$ cat config.mk
export PLATFORM = sky130hd
export DESIGN_NAME = wallace_inverse_divider
export DESIGN_NICKNAME = d
export VERILOG_FILES = /design/src/rtl/wallace_inverse_divider.sv
export SDC_FILE = /design/constraint.sdc
export NUM_CORES = 1
export LEC_CHECK = 0
export ABC_AREA = 0
export CORE_MARGIN = 2
export CORE_UTILIZATION = 30
export DETAILED_ROUTE_END_ITERATION = 10
export DONT_BUFFER_PORTS = 1
export PLACE_DENSITY_LB_ADDON = 0.3
export SKIP_LAST_GASP = 1
export SYNTH_ARGS = -nofsm -noshare
export SYNTH_HDL_FRONTEND = slang
export SYNTH_SLANG_ARGS = --single-unit
$ cat constraint.sdc
create_clock -name clk -period 3.9 [get_ports clk]
set_clock_uncertainty 0.05 [all_clocks]
set_input_delay 0.585 -clock clk [delete_from_list [all_inputs] [get_ports clk]]
set_output_delay 0.585 -clock clk [all_outputs]
set_load 0.01 [all_outputs]
$ cat src/rtl/wallace_inverse_divider.sv
// Radix-2 restoring divider: 2*WIDTH-bit dividend by WIDTH-bit divisor, one quotient bit per clock.
// Flags divide-by-zero and quotient overflow up front; valid/ready handshake on both sides.
module wallace_inverse_divider #(
    parameter int unsigned WIDTH = 4
) (
    input  logic               clk,
    input  logic               rst,
    input  logic               in_valid,
    output logic               in_ready,
    input  logic [2*WIDTH-1:0] in1,
    input  logic [WIDTH-1:0]   in2,
    output logic               out_valid,
    input  logic               out_ready,
    output logic [WIDTH-1:0]   quo,
    output logic [WIDTH-1:0]   rem,
    output logic               ovf,
    output logic               dz
);

    localparam int unsigned CW = $clog2(WIDTH + 1);

    typedef enum logic [1:0] {
        IDLE = 2'd0,
        CALC = 2'd1,
        DONE = 2'd2
    } state_t;

    state_t           state;
    logic [WIDTH-1:0] r;
    logic [WIDTH-1:0] q;
    logic [WIDTH-1:0] d;
    logic [CW-1:0]    cnt;

    // One restoring step. The partial remainder stays below d, so it fits in WIDTH bits;
    // the shifted value needs WIDTH+1 and bit WIDTH of the difference is the borrow.
    logic [WIDTH:0]   r_sh;
    logic [WIDTH:0]   diff;
    logic             no_borrow;
    logic [WIDTH-1:0] r_nxt;
    logic [WIDTH-1:0] q_nxt;

    assign r_sh      = {r, q[WIDTH-1]};
    assign diff      = r_sh - {1'b0, d};
    assign no_borrow = ~diff[WIDTH];
    assign r_nxt     = no_borrow ? diff[WIDTH-1:0] : r_sh[WIDTH-1:0];
    assign q_nxt     = WIDTH'({q, no_borrow});

    always_ff @(posedge clk) begin
        if (rst) begin
            state     <= IDLE;
            in_ready  <= 1'b1;
            out_valid <= 1'b0;
            quo       <= '0;
            rem       <= '0;
            ovf       <= 1'b0;
            dz        <= 1'b0;
            cnt       <= '0;
            r         <= '0;
            q         <= '0;
            d         <= '0;
        end else begin
            case (state)
                IDLE: begin
                    if (in_valid && in_ready) begin
                        d        <= in2;
                        in_ready <= 1'b0;
                        if (in2 == '0) begin
                            dz        <= 1'b1;
                            ovf       <= 1'b0;
                            quo       <= '1;
                            rem       <= in1[WIDTH-1:0];
                            out_valid <= 1'b1;
                            state     <= DONE;
                        end else if (in1[2*WIDTH-1:WIDTH] >= in2) begin
                            dz        <= 1'b0;
                            ovf       <= 1'b1;
                            quo       <= '1;
                            rem       <= in1[WIDTH-1:0];
                            out_valid <= 1'b1;
                            state     <= DONE;
                        end else begin
                            r     <= in1[2*WIDTH-1:WIDTH];
                            q     <= in1[WIDTH-1:0];
                            cnt   <= CW'(WIDTH);
                            state <= CALC;
                        end
                    end
                end
                CALC: begin
                    r   <= r_nxt;
                    q   <= q_nxt;
                    cnt <= cnt - CW'(1);
                    if (cnt == CW'(1)) begin
                        quo       <= q_nxt;
                        rem       <= r_nxt;
                        ovf       <= 1'b0;
                        dz        <= 1'b0;
                        out_valid <= 1'b1;
                        state     <= DONE;
                    end
                end
                DONE: begin
                    if (out_ready) begin
                        out_valid <= 1'b0;
                        in_ready  <= 1'b1;
                        state     <= IDLE;
                    end
                end
                default: state <= IDLE;
            endcase
        end
    end

endmodule

=== After elaboration in Yosys (flattened, before gate mapping) ===
Index checks and enable logic that the tools add are counted.

* Bitwise logic cells: 1
* Order comparisons: 1
* $add $sub $neg: 2
* Reduce and logical (&&, ||, !) cells: 12
* Eq/ne operators: 9
* Shift operators: 0
* Multiplexer cells: 46
* Div/mod/pow operators: 0
* Multiply operators: 0

{| class="wikitable"
|+ Operators with widths
! kind !! number
|-
| $mux W4 || 15
|-
| $pmux W4 S2 || 4
|-
| $mux W1 || 13
|-
| $mux W2 || 5
|-
| $ne A2 B2 Y1 const B || 5
|-
| $mux W3 || 3
|-
| $reduce_and A4 Y1 || 2
|-
| $pmux W1 S2 || 3
|-
| $pmux W2 S3 || 1
|-
| $pmux W3 S2 || 1
|-
| $reduce_and A3 Y1 || 2
|-
| $reduce_and A5 Y1 || 1
|-
| $sub A5 B4 Y5 || 1
|-
| $ge A4 B4 Y1 || 1
|-
| $logic_not A4 Y1 || 1
|-
| $reduce_bool A2 Y1 || 2
|-
| $eq A3 B1 Y1 const B || 1
|-
| $ne A3 B3 Y1 const B || 1
|-
| $pmux W1 S3 || 1
|-
| $reduce_bool A3 Y1 || 1
|-
| $sub A3 B1 Y3 const B || 1
|-
| $eq A2 B1 Y1 const B || 1
|-
| $eq A2 B2 Y1 const B || 1
|-
| $logic_not A2 Y1 || 1
|-
| other kinds (3) || 3
|}

* Memories: 0
* Word-level logic and storage cells: 82
* Latch bits: 0
* Register bits: 29
* Output and inout bits: 12
* RAM bits: 0
* Bits in read-only memories: 0

=== Depth between registers and ports, before layout ===
Gate-level depths: netlist of run 1.

* Word-level depth: 5
* Depth in mapped cells: 9
* Mapped depth without buffers: 9

=== Worst setup path after synthesis of run 1 ===
No wires, ideal clock.

* Kind: input-to-reg
* Start point: in in2[3]
* End point: reg r[0]
* Buffers on the path: 1
* Arrival time: 2.055 ns
* Required time: 3.718 ns
* Path slack: 1.663 ns
* Cell stages on the path: 7
* Cells stage by stage: inv_1 -> ha_1 -> a211o_4 -> or4_4 -> buf_6 -> a32oi_1 -> a21oi_1

* Cells in the longest elaborated chain, start to end: 3

{| class="wikitable"
|+ Ends and longest elaborated chain
! element !! line !! RTL
|-
| start, declared || 11 || <nowiki>input logic [WIDTH-1:0] in2,</nowiki>
|-
| $ge A4 B4 Y1 / $logic_not A4 Y1 (equally long branches) || 74, 67 ||
|-
| $ne A2 B2 Y1 (no line) || -- ||
|-
| $reduce_and A4 Y1 (no line) (*) || -- ||
|-
| end signal, assigned || 82 || <nowiki>r <= in1[2*WIDTH-1:WIDTH];</nowiki>
|-
| end signal, assigned || 90 || <nowiki>r <= r_nxt;</nowiki>
|-
| end, declared || 29 || <nowiki>logic [WIDTH-1:0] r;</nowiki>
|}

Mark *: on every way between the ends. The rest lies on a longest branch, timed or not.
A chain may end at the register's enable or synchronous reset.

=== Worst setup path after layout of run 1 ===
* Start point: reg state[1]
* End point: reg rem[1]

* Cells in the longest elaborated chain, start to end: 3

{| class="wikitable"
|+ Ends and longest elaborated chain
! element !! line !! RTL
|-
| start, declared || 28 || <nowiki>state_t state;</nowiki>
|-
| start signal, assigned || 50 || <nowiki>state <= IDLE;</nowiki>
|-
| start signal, assigned || 73 || <nowiki>state <= DONE;</nowiki>
|-
| start signal, assigned || 80 || <nowiki>state <= DONE;</nowiki>
|-
| $eq A2 B1 Y1 / $logic_not A2 Y1 (equally long branches) || 62 || <nowiki>case (state)</nowiki>
|-
| $ne A2 B2 Y1 (no line) (tied with other cells) || -- ||
|-
| $reduce_and A4 Y1 (no line) || -- ||
|-
| end signal, assigned || 71 || <nowiki>rem <= in1[WIDTH-1:0];</nowiki>
|-
| end signal, assigned || 78 || <nowiki>rem <= in1[WIDTH-1:0];</nowiki>
|-
| end signal, assigned || 95 || <nowiki>rem <= r_nxt;</nowiki>
|-
| end, declared || 15 || <nowiki>output logic [WIDTH-1:0] rem,</nowiki>
|}

Several ways; a longest one is shown, not always the timed one.

==> results of run 1 <==
-- logic make-up after synthesis --
logic type	count (synthesis)	share of synthesized area
AO/OA/AOI/OAI	48	0.215
buffers and inverters	23	0.0601
multiplexers	4	0.0250
flip-flops	29	0.362
XOR/XNOR	2	0.0109
adder cells (fa/ha/maj)	11	0.0906
AND/OR/NAND/NOR	75	0.237
-- per-layer routing --
layer / up-vias / share of wire / track usage
met1: 600 / 0.51 / 0.178
met3: 4 / 0.074 / 0.0588
met4: 0 / 0.0084 / 0.0375
li1: 690 / - / -
met2: 31 / 0.41 / 0.186
met5: - / 0 / 0
-- per-stage QoR --
step / hold slack [ps] / worst slack [ps] / util
floorplan: 409 / 1660 / -
global placement: 414 / 1580 / 0.320
detailed placement: 421 / 1510 / 0.320
CTS: 315 / 1640 / 0.340
global route: 306 / 1470 / 0.340
finish: 321 / 1650 / 0.340
-- flip-flops by register name, summed over array words and instances (netlist names) --
name,count
in_ready,1
cnt,3
ovf,1
rem,4
q,4
state,2
out_valid,1
d,4
r,4
dz,1
quo,4
-- layout by cell type, fill, tap and decap left out, types with 2 or more instances in the layout --
master and instances:
sky130_fd_sc_hd__dfxtp_1 29, sky130_fd_sc_hd__nand2_1 22, sky130_fd_sc_hd__nor2_1 17, sky130_fd_sc_hd__a21oi_1 15
sky130_fd_sc_hd__inv_1 14, sky130_fd_sc_hd__ha_1 10, sky130_fd_sc_hd__nand3_1 9, sky130_fd_sc_hd__nor3_1 9
sky130_fd_sc_hd__a311oi_1 9, sky130_fd_sc_hd__clkbuf_8 7, sky130_fd_sc_hd__a211oi_1 6, sky130_fd_sc_hd__nand2b_1 4
sky130_fd_sc_hd__mux2i_1 4, sky130_fd_sc_hd__o211ai_1 3, sky130_fd_sc_hd__a32oi_1 3, sky130_fd_sc_hd__nor2b_1 2
sky130_fd_sc_hd__xnor2_1 2, sky130_fd_sc_hd__nor4_2 2, sky130_fd_sc_hd__or2_2 2, sky130_fd_sc_hd__o21a_1 2
sky130_fd_sc_hd__and2_1 2, sky130_fd_sc_hd__a31oi_1 2, sky130_fd_sc_hd__or3_1 2, sky130_fd_sc_hd__o21ai_0 2
-- path summary, 6_finish.rpt --
kind / start / to / cells past startpoint
worst min register to register: q[0] / q[0] / 2
worst max-delay path: state[1] / rem[1] / 4
worst min-delay path: rst / rem[0] / 1
worst max register to register: state[1] / rem[1] / 4
-- layout make-up --
class | count | area [sq um] | area share
Clock buffer | 7 | 96.3 | 0.0551
Clock inverter | 1 | 5.00 | 0.00286
Inverter | 14 | 52.6 | 0.0301
Multi-Input combinational cell | 140 | 926 | 0.530
Sequential cell | 29 | 581 | 0.332
Tap cell | 70 | 87.6 | 0.0501
-- power by group through the flow --
stage | registers (W) | clock network (W) | logic [W]
global placement | 0.000374 | 0 | 0.000202
finish | 0.000366 | 0.000273 | 0.000204
CTS | 0.000367 | 0.000279 | 0.000206
floorplan | 0.000362 | 0 | 0.000180
global route | 0.000371 | 0.000292 | 0.000232
detailed placement | 0.000373 | 0 | 0.000204
==> flow_summary.html, run 1 <==
<table>
<tr><th>Metric</th><th>Value</th></tr>
<tr><th colspan="2">Logic synthesis</th></tr>
<tr><td>Cell type with the largest total area after synthesis</td><td>sky130_fd_sc_hd__dfxtp_1</td></tr>
<tr><td>Commonest register cell after synthesis</td><td>sky130_fd_sc_hd__dfxtp_1</td></tr>
<tr><td>Synth Warn #</td><td>0</td></tr>
<tr><td>Synthesized flop and latch total</td><td>29</td></tr>
<tr><td>Count leader, synth</td><td>sky130_fd_sc_hd__dfxtp_1</td></tr>
<tr><td>Sequential share of the synthesized area</td><td>0.362</td></tr>
<tr><td>Per-instance average area after synthesis</td><td>8.35 sq um</td></tr>
<tr><td>Synth top cells by count</td><td>29 x sky130_fd_sc_hd__dfxtp_1, 22 x sky130_fd_sc_hd__nand2_1, 17 x sky130_fd_sc_hd__nor2_1</td></tr>
<tr><td>Syn Nets</td><td>219</td></tr>
<tr><td>Cell area after synthesis</td><td>1600 sq um</td></tr>
<tr><td>Library cells used by synthesis</td><td>37</td></tr>
<tr><td>Post-synthesis instance total</td><td>192</td></tr>
<tr><td>Top cells by area in the synthesized netlist</td><td>sky130_fd_sc_hd__dfxtp_1 36%, sky130_fd_sc_hd__ha_1 7.8%, sky130_fd_sc_hd__nand2_1 5.2%</td></tr>
<tr><td>Share of Yosys cell area claimed by the top area cell type</td><td>0.362</td></tr>
<tr><td>Number of enable flip-flop cells after synthesis</td><td>0</td></tr>
<tr><td>Async set-reset flop share out of synthesis</td><td>0</td></tr>
<tr><th colspan="2">CTS</th></tr>
<tr><td>Post-CTS Hold Fix Bufs</td><td>0</td></tr>
<tr><td>Sinks on Clock Net</td><td>29</td></tr>
<tr><td>Clock latency of the later-clocked register in the worst-skew pair</td><td>280 ps</td></tr>
<tr><td>Clock tree from TritonCTS</td><td>done</td></tr>
<tr><td>Buffer count from post-CTS setup fixing</td><td>0</td></tr>
<tr><td>Root Buffer Master</td><td>sky130_fd_sc_hd__clkbuf_8</td></tr>
<tr><td>Post-CTS clock slew at the launch and capture registers of the worst setup and hold paths</td><td>60 ps</td></tr>
<tr><td>Largest buffer count on any clock path</td><td>2</td></tr>
<tr><td>Clock buffer count from CTS</td><td>5</td></tr>
<tr><td>Resized cells post-CTS</td><td>0</td></tr>
<tr><td>Number of levels the H-tree was split into</td><td>2</td></tr>
<tr><th colspan="2">Die</th></tr>
<tr><td>Number of top-level pins</td><td>28</td></tr>
<tr><td>Effective utilization at floorplan</td><td>0.312</td></tr>
<tr><td>Die Span Y</td><td>77.1 um</td></tr>
<tr><td>Die X-Extent</td><td>77.1 um</td></tr>
<tr><td>Std cell rows</td><td>26</td></tr>
<tr><td>Die Footprint</td><td>5940 sq um</td></tr>
<tr><td>Placeable Area</td><td>5140 sq um</td></tr>
<tr><th colspan="2">Power and ir drop</th></tr>
<tr><td>Power density normalized to cell area</td><td>482 nW/um^2</td></tr>
<tr><td>Relative contribution of combinational cells to total power</td><td>0.242</td></tr>
<tr><td>Maximum vdd ir drop</td><td>197 uV</td></tr>
<tr><td>Overall Power</td><td>0.000843 W</td></tr>
<tr><td>Share of total power in the clock network</td><td>0.324</td></tr>
<tr><td>Fraction of power spent switching nets</td><td>0.315</td></tr>
<tr><td>Power dissipated by switching net loads</td><td>0.000265 W</td></tr>
<tr><td>Reg power frac</td><td>0.434</td></tr>
<tr><td>Static leakage power</td><td>0.650 nW</td></tr>
<tr><td>Internal power of the cells</td><td>0.000578 W</td></tr>
<tr><th colspan="2">Route</th></tr>
<tr><td>Wire length reported by the detailed router</td><td>3680 um</td></tr>
<tr><td>Post-detailed-route DRC marker count</td><td>0</td></tr>
<tr><td>Vias</td><td>1325</td></tr>
<tr><td>Detail-routed via count per cell</td><td>5.08</td></tr>
<tr><td>Pre-Repair DR Iteration Count</td><td>4</td></tr>
<tr><td>Count of routing violations after the opening detailed-route iteration</td><td>43</td></tr>
<tr><td>Routed wire length per instance</td><td>14.1 um</td></tr>
<tr><td>Routed Antenna Nets</td><td>0</td></tr>
<tr><th colspan="2">Timing</th></tr>
<tr><td>Final setup violation count</td><td>0</td></tr>
<tr><td>FMAX</td><td>445 MHz</td></tr>
<tr><td>Final critical-path share of the clock period</td><td>0.576</td></tr>
<tr><td>Fin. Hold Viols</td><td>0</td></tr>
<tr><td>Final-report max-slew violation count</td><td>0</td></tr>
<tr><td>Unrepaired setup endpoints after global routing</td><td>false</td></tr>
<tr><td>Final min period</td><td>2250 ps</td></tr>
<tr><td>Setup TNS</td><td>0 ps</td></tr>
<tr><td>Worst slew slack as a fraction of its limit</td><td>0.416</td></tr>
<tr><td>Slew at the pin with the worst max-slew slack</td><td>876 ps</td></tr>
<tr><th colspan="2">Placed design</th></tr>
<tr><td>Dpl cells</td><td>253</td></tr>
<tr><td>Input/output buffers</td><td>0</td></tr>
<tr><td>Post-placement cell area</td><td>1650 sq um</td></tr>
<tr><td>Last weighted congestion value of the routability-driven placer</td><td>0.795</td></tr>
<tr><td>DP Wirelength</td><td>2810 um</td></tr>
<tr><th colspan="2">Finish</th></tr>
<tr><td>Post-synthesis to final-layout area growth</td><td>9.06%</td></tr>
<tr><td>Filler cells</td><td>570</td></tr>
<tr><td>Diode count</td><td>0</td></tr>
<tr><td>Non-Filler Cell Area, Final</td><td>1750 sq um</td></tr>
<tr><td>Share of final-layout standard cells stronger than drive strength 1</td><td>0.0838</td></tr>
<tr><td>Final non-filler cell total</td><td>261</td></tr>
<tr><td>Final #Nets</td><td>217</td></tr>
<tr><th colspan="2">Setup path</th></tr>
<tr><td>Critical path type</td><td>flop to flop</td></tr>
<tr><td>Biggest cell delay along the critical path</td><td>670 ps</td></tr>
<tr><td>Startpoint types</td><td>flop</td></tr>
<tr><td>Crit path arrival time</td><td>2360 ps</td></tr>
<tr><td>Slowest stage cell on the critical path</td><td>sky130_fd_sc_hd__nor2_1</td></tr>
<tr><td>Worst reg2reg setup slack</td><td>1650 ps</td></tr>
<tr><td>CP top delay family</td><td>simple AND/OR/NAND/NOR gates</td></tr>
<tr><td>Critical path, cell by cell</td><td>nand2b_1, nor2_1, nor2_1, a32o_1</td></tr>
<tr><td>CP bufs+invs</td><td>0</td></tr>
<tr><td>Maximum net fanout on the critical path</td><td>23</td></tr>
<tr><td>Endpoint type of the worst setup path</td><td>flop</td></tr>
<tr><td>Cell seen most often among critical-path stages</td><td>sky130_fd_sc_hd__nor2_1</td></tr>
<tr><td>Worst path required time</td><td>4010 ps</td></tr>
<tr><th colspan="2">GRT</th></tr>
<tr><td>Total global-route track usage</td><td>0.131</td></tr>
<tr><td>Vias in the first global route</td><td>1228</td></tr>
<tr><td>Initial antenna violation count</td><td>0</td></tr>
<tr><td>Largest net degree at the start of global routing</td><td>29</td></tr>
<tr><td>First-pass GRT wire length</td><td>6110 um</td></tr>
<tr><td>GR Overflow Total</td><td>0</td></tr>
<tr><th colspan="2">Job</th></tr>
<tr><td>Max-capacitance violation count</td><td>0</td></tr>
<tr><th colspan="2">Min path</th></tr>
<tr><td>Classification of the worst-slack hold path</td><td>input port to flop</td></tr>
<tr><th colspan="2">Status</th></tr>
<tr><td>Outcome</td><td>finished clean</td></tr>
</table>
Note: power is estimated with default switching activity, not from simulation.
==> run 2, diff against run 1 <==
==> constraint.sdc (replaced) <==
create_clock -name clk -period 1.88 [get_ports clk]
set_clock_uncertainty 0.05 [all_clocks]
set_input_delay 0.282 -clock clk [delete_from_list [all_inputs] [get_ports clk]]
set_output_delay 0.282 -clock clk [all_outputs]
set_load 0.01 [all_outputs]
==> run 2 against run 1 <==
  * Wire length up 17%
  * Fmax up 16%
  * Highest routed layer unchanged
  * The flow now finishes with violations (negative setup slack)
  * Worst setup slack got worse by 1700 ps
  * Hold slack got worse by 300 ps
  * Largest cell class unchanged
  * Sequential power rose by 110%
==> flow_summary.html, run 2 (synthesis gave the netlist of run 1 again) <==
<table>
<tr><th>Metric</th><th>Value</th></tr>
<tr><th colspan="2">GRT</th></tr>
<tr><td>GR Util met2</td><td>0.226 (was 0.186)</td></tr>
<tr><td>Gr busiest metal</td><td>met2 (unchanged)</td></tr>
<tr><td>First-pass GRT wire length</td><td>7180 um (was 6110 um)</td></tr>
<tr><td>Largest net degree at the start of global routing</td><td>29 (unchanged)</td></tr>
<tr><td>Initial antenna violation count</td><td>0 (unchanged)</td></tr>
<tr><td>Total global-route track usage</td><td>0.156 (was 0.131)</td></tr>
<tr><td>GR Overflow Total</td><td>0 (unchanged)</td></tr>
<tr><td>Vias in the first global route</td><td>1451 (was 1228)</td></tr>
<tr><td>Met3 Usage GRT</td><td>0.0553 (was 0.0588)</td></tr>
<tr><td>Global-route met1 utilization</td><td>0.209 (was 0.178)</td></tr>
<tr><th colspan="2">Placed design</th></tr>
<tr><td>Post-placement cell area</td><td>1880 sq um (was 1650 sq um)</td></tr>
<tr><td>DP Wirelength</td><td>3190 um (was 2810 um)</td></tr>
<tr><td>Input/output buffers</td><td>0 (unchanged)</td></tr>
<tr><td>Last weighted congestion value of the routability-driven placer</td><td>0.783 (was 0.795)</td></tr>
<tr><th colspan="2">Power and ir drop</th></tr>
<tr><td>Overall Power</td><td>0.00194 W (was 0.000843 W)</td></tr>
<tr><td>Power density normalized to cell area</td><td>933 nW/um^2 (was 482 nW/um^2)</td></tr>
<tr><td>Static leakage power</td><td>0.809 nW (was 0.650 nW)</td></tr>
<tr><td>Reg power frac</td><td>0.389 (was 0.434)</td></tr>
<tr><td>Internal power of the cells</td><td>0.00132 W (was 0.000578 W)</td></tr>
<tr><td>Maximum vdd ir drop</td><td>452 uV (was 197 uV)</td></tr>
<tr><td>Relative contribution of combinational cells to total power</td><td>0.344 (was 0.242)</td></tr>
<tr><td>Share of total power in the clock network</td><td>0.267 (was 0.324)</td></tr>
<tr><td>Power dissipated by switching net loads</td><td>0.000622 W (was 0.000265 W)</td></tr>
<tr><td>Fraction of power spent switching nets</td><td>0.320 (was 0.315)</td></tr>
<tr><th colspan="2">CTS</th></tr>
<tr><td>Clock buffer count from CTS</td><td>5 (unchanged)</td></tr>
<tr><td>Clock latency of the later-clocked register in the worst-skew pair</td><td>280 ps (about the same)</td></tr>
<tr><td>Root Buffer Master</td><td>sky130_fd_sc_hd__clkbuf_8 (unchanged)</td></tr>
<tr><td>Largest buffer count on any clock path</td><td>2 (unchanged)</td></tr>
<tr><td>Sinks on Clock Net</td><td>29 (unchanged)</td></tr>
<tr><td>Post-CTS clock slew at the launch and capture registers of the worst setup and hold paths</td><td>70 ps (was 60 ps)</td></tr>
<tr><td>Number of levels the H-tree was split into</td><td>2 (unchanged)</td></tr>
<tr><td>Clock tree from TritonCTS</td><td>done (unchanged)</td></tr>
<tr><th colspan="2">Finish</th></tr>
<tr><td>Final #Nets</td><td>247 (was 217)</td></tr>
<tr><td>Highest-count cells in the layout ignoring fill and taps</td><td>27 x sky130_fd_sc_hd__dfxtp_1, 26 x sky130_fd_sc_hd__buf_4, 22 x sky130_fd_sc_hd__nand2_1, 17 x sky130_fd_sc_hd__nor2_1, 12 x sky130_fd_sc_hd__inv_1 (was 29 x sky130_fd_sc_hd__dfxtp_1, 22 x sky130_fd_sc_hd__nand2_1, 17 x sky130_fd_sc_hd__nor2_1, 15 x sky130_fd_sc_hd__a21oi_1, 14 x sky130_fd_sc_hd__inv_1)</td></tr>
<tr><td>Share of final-layout standard cells stronger than drive strength 1</td><td>0.264 (was 0.0838)</td></tr>
<tr><td>Post-synthesis to final-layout area growth</td><td>30.1% (was 9.06%)</td></tr>
<tr><td>Non-Filler Cell Area, Final</td><td>2080 sq um (was 1750 sq um)</td></tr>
<tr><td>Diode count</td><td>0 (unchanged)</td></tr>
<tr><td>Most common cell after layout, fill and taps aside</td><td>sky130_fd_sc_hd__dfxtp_1 (unchanged)</td></tr>
<tr><th colspan="2">Die</th></tr>
<tr><td>Die Footprint</td><td>5940 sq um (unchanged)</td></tr>
<tr><td>Number of top-level pins</td><td>28 (unchanged)</td></tr>
<tr><td>Die X-Extent</td><td>77.1 um (unchanged)</td></tr>
<tr><td>Effective utilization at floorplan</td><td>0.312 (unchanged)</td></tr>
<tr><td>Placeable Area</td><td>5140 sq um (unchanged)</td></tr>
<tr><td>Die Span Y</td><td>77.1 um (unchanged)</td></tr>
<tr><td>Std cell rows</td><td>26 (unchanged)</td></tr>
<tr><th colspan="2">Job</th></tr>
<tr><td>Max-capacitance violation count</td><td>0 (unchanged)</td></tr>
<tr><th colspan="2">Timing</th></tr>
<tr><td>Slew at the pin with the worst max-slew slack</td><td>585 ps (was 876 ps)</td></tr>
<tr><td>Setup TNS</td><td>-113 ps (was 0 ps)</td></tr>
<tr><td>Unrepaired setup endpoints after global routing</td><td>true (was false)</td></tr>
<tr><td>Final critical-path share of the clock period</td><td>1.03 (was 0.576)</td></tr>
<tr><td>Final-report max-slew violation count</td><td>0 (unchanged)</td></tr>
<tr><td>FMAX</td><td>518 MHz (was 445 MHz)</td></tr>
<tr><td>Final setup violation count</td><td>4 (was 0)</td></tr>
<tr><td>Final min period</td><td>1930 ps (was 2250 ps)</td></tr>
<tr><td>Fin. Hold Viols</td><td>0 (unchanged)</td></tr>
<tr><td>Post-route setup slack</td><td>-49.5 ps (was 1650 ps)</td></tr>
<tr><td>Worst slew slack as a fraction of its limit</td><td>0.609 (was 0.416)</td></tr>
<tr><th colspan="2">Setup path</th></tr>
<tr><td>Cell seen most often among critical-path stages</td><td>sky130_fd_sc_hd__inv_2 (was sky130_fd_sc_hd__nor2_1)</td></tr>
<tr><td>Length in cells of the worst reg-to-reg path</td><td>9 (was 4)</td></tr>
<tr><td>Crit path arrival time</td><td>2030 ps (was 2360 ps)</td></tr>
<tr><td>Critical path type</td><td>flop to flop (unchanged)</td></tr>
<tr><td>Critical path, cell by cell</td><td>inv_2, ha_4, inv_2, fa_2, nand3_2, nand3b_1, and2_4, o211ai_1, a311oi_1 (was nand2b_1, nor2_1, nor2_1, a32o_1)</td></tr>
<tr><td>Startpoint of the lowest-slack register-to-register path</td><td>q[3] (was state[1])</td></tr>
<tr><td>Slowest stage cell on the critical path</td><td>sky130_fd_sc_hd__fa_2 (was sky130_fd_sc_hd__nor2_1)</td></tr>
<tr><td>Worst reg2reg setup slack</td><td>-50 ps (was 1650 ps)</td></tr>
<tr><td>Worst path required time</td><td>1980 ps (was 4010 ps)</td></tr>
<tr><td>End of the worst register-to-register path</td><td>rem[0] (was rem[1])</td></tr>
<tr><td>Startpoint types</td><td>flop (unchanged)</td></tr>
<tr><td>Endpoint type of the worst setup path</td><td>flop (unchanged)</td></tr>
<tr><td>Maximum net fanout on the critical path</td><td>3 (was 23)</td></tr>
<tr><td>Biggest cell delay along the critical path</td><td>350 ps (was 670 ps)</td></tr>
<tr><th colspan="2">Route</th></tr>
<tr><td>Count of routing violations after the opening detailed-route iteration</td><td>67 (was 43)</td></tr>
<tr><td>Vias</td><td>1467 (was 1325)</td></tr>
<tr><td>Routed wire length per instance</td><td>14.8 um (was 14.1 um)</td></tr>
<tr><td>Wire length reported by the detailed router</td><td>4300 um (was 3680 um)</td></tr>
<tr><td>Routed Antenna Nets</td><td>0 (unchanged)</td></tr>
<tr><td>Post-detailed-route DRC marker count</td><td>0 (unchanged)</td></tr>
<tr><td>Detail-routed via count per cell</td><td>5.06 (was 5.08)</td></tr>
<tr><td>Pre-Repair DR Iteration Count</td><td>4 (unchanged)</td></tr>
<tr><th colspan="2">Min path</th></tr>
<tr><td>Depth of the worst hold-timing path</td><td>1 (unchanged)</td></tr>
<tr><td>Classification of the worst-slack hold path</td><td>input port to flop (unchanged)</td></tr>
<tr><td>Hold Startpoint</td><td>rst (unchanged)</td></tr>
<tr><td>Worst Hold End</td><td>r[3] (was rem[0])</td></tr>
<tr><th colspan="2">Status</th></tr>
<tr><td>Failing checks</td><td>negative setup slack</td></tr>
<tr><td>Outcome</td><td>finished, violations left (was finished clean)</td></tr>
</table>
run 2: changes by cell type in the layout (fill, tap and decap cells not counted), moves of 3 or more:
cell,change
sky130_fd_sc_hd__ha_1,-3
sky130_fd_sc_hd__buf_4,+26
sky130_fd_sc_hd__a21oi_1,-4
sky130_fd_sc_hd__ha_4,+3
run 2: metrics by stage:
stage	util	hold WS, ps	instances	setup WS (ps)
floorplan	-	356	192	11.7
global placement	0.365	307	278	-186
detailed placement	0.365	309	278	-196
CTS	0.396	6.03	289	2.51
global route	0.406	4.24	290	-132
finish	0.406	23.4	290	-49.5
run 2: layout make-up:
cell class,count,area [sq um]
inverters,14,52.6
fillers,548,3060
flip-flops and latches,29,586
multi-input cells,140,1020
clock buffers,7,86.3
well taps,70,87.6
repair buffers,30,256
run 2: worst max path at each step:
stage                start     end  slack [ps]  cells past startpoint
detailed placement    q[3]  rem[0]        -200                      9
finish                q[3]  rem[0]         -50                      9
global route          q[3]  rem[3]        -130                     10
global placement      d[0]  rem[0]        -190                      8
floorplan           in2[1]    r[0]          10                      8
CTS                   q[3]  rem[0]           3                      9
run 2: repair_timing:
action,CTS,global route
setup endpoints to repair,9,9
hold buffers,0,1
endpoints found under the hold margin,0,1
pin swaps,9,7
gates resized for setup,13,7
buffers inserted,4,0
run 2: per-layer routing:
metal / share of wire / routed length [um] / vias to the layer above
met1: 0.46 / 1990 / 668
met5: 0 / 0 / -
met2: 0.44 / 1910 / 52
met4: 0.0070 / 30 / 0
met3: 0.088 / 379 / 2
li1: - / - / 745
run 2: critical path, delay by kind of cell (launching register included):
kind,cells,cell delay [ps]
AO/OA/AOI/OAI,2,420
adder cells (fa/ha/maj),2,470
buffers and inverters,2,90
flip-flops,1,330
AND/OR/NAND/NOR,3,450
run 2: power groups by stage:
stage / Clock [W] / Sequential (W) / Combinational [W]
floorplan: 0 / 0.000752 / 0.000376
global placement: 0 / 0.000767 / 0.000538
detailed placement: 0 / 0.000766 / 0.000543
CTS: 0.000539 / 0.000756 / 0.000621
global route: 0.000564 / 0.000766 / 0.000741
finish: 0.000520 / 0.000756 / 0.000668
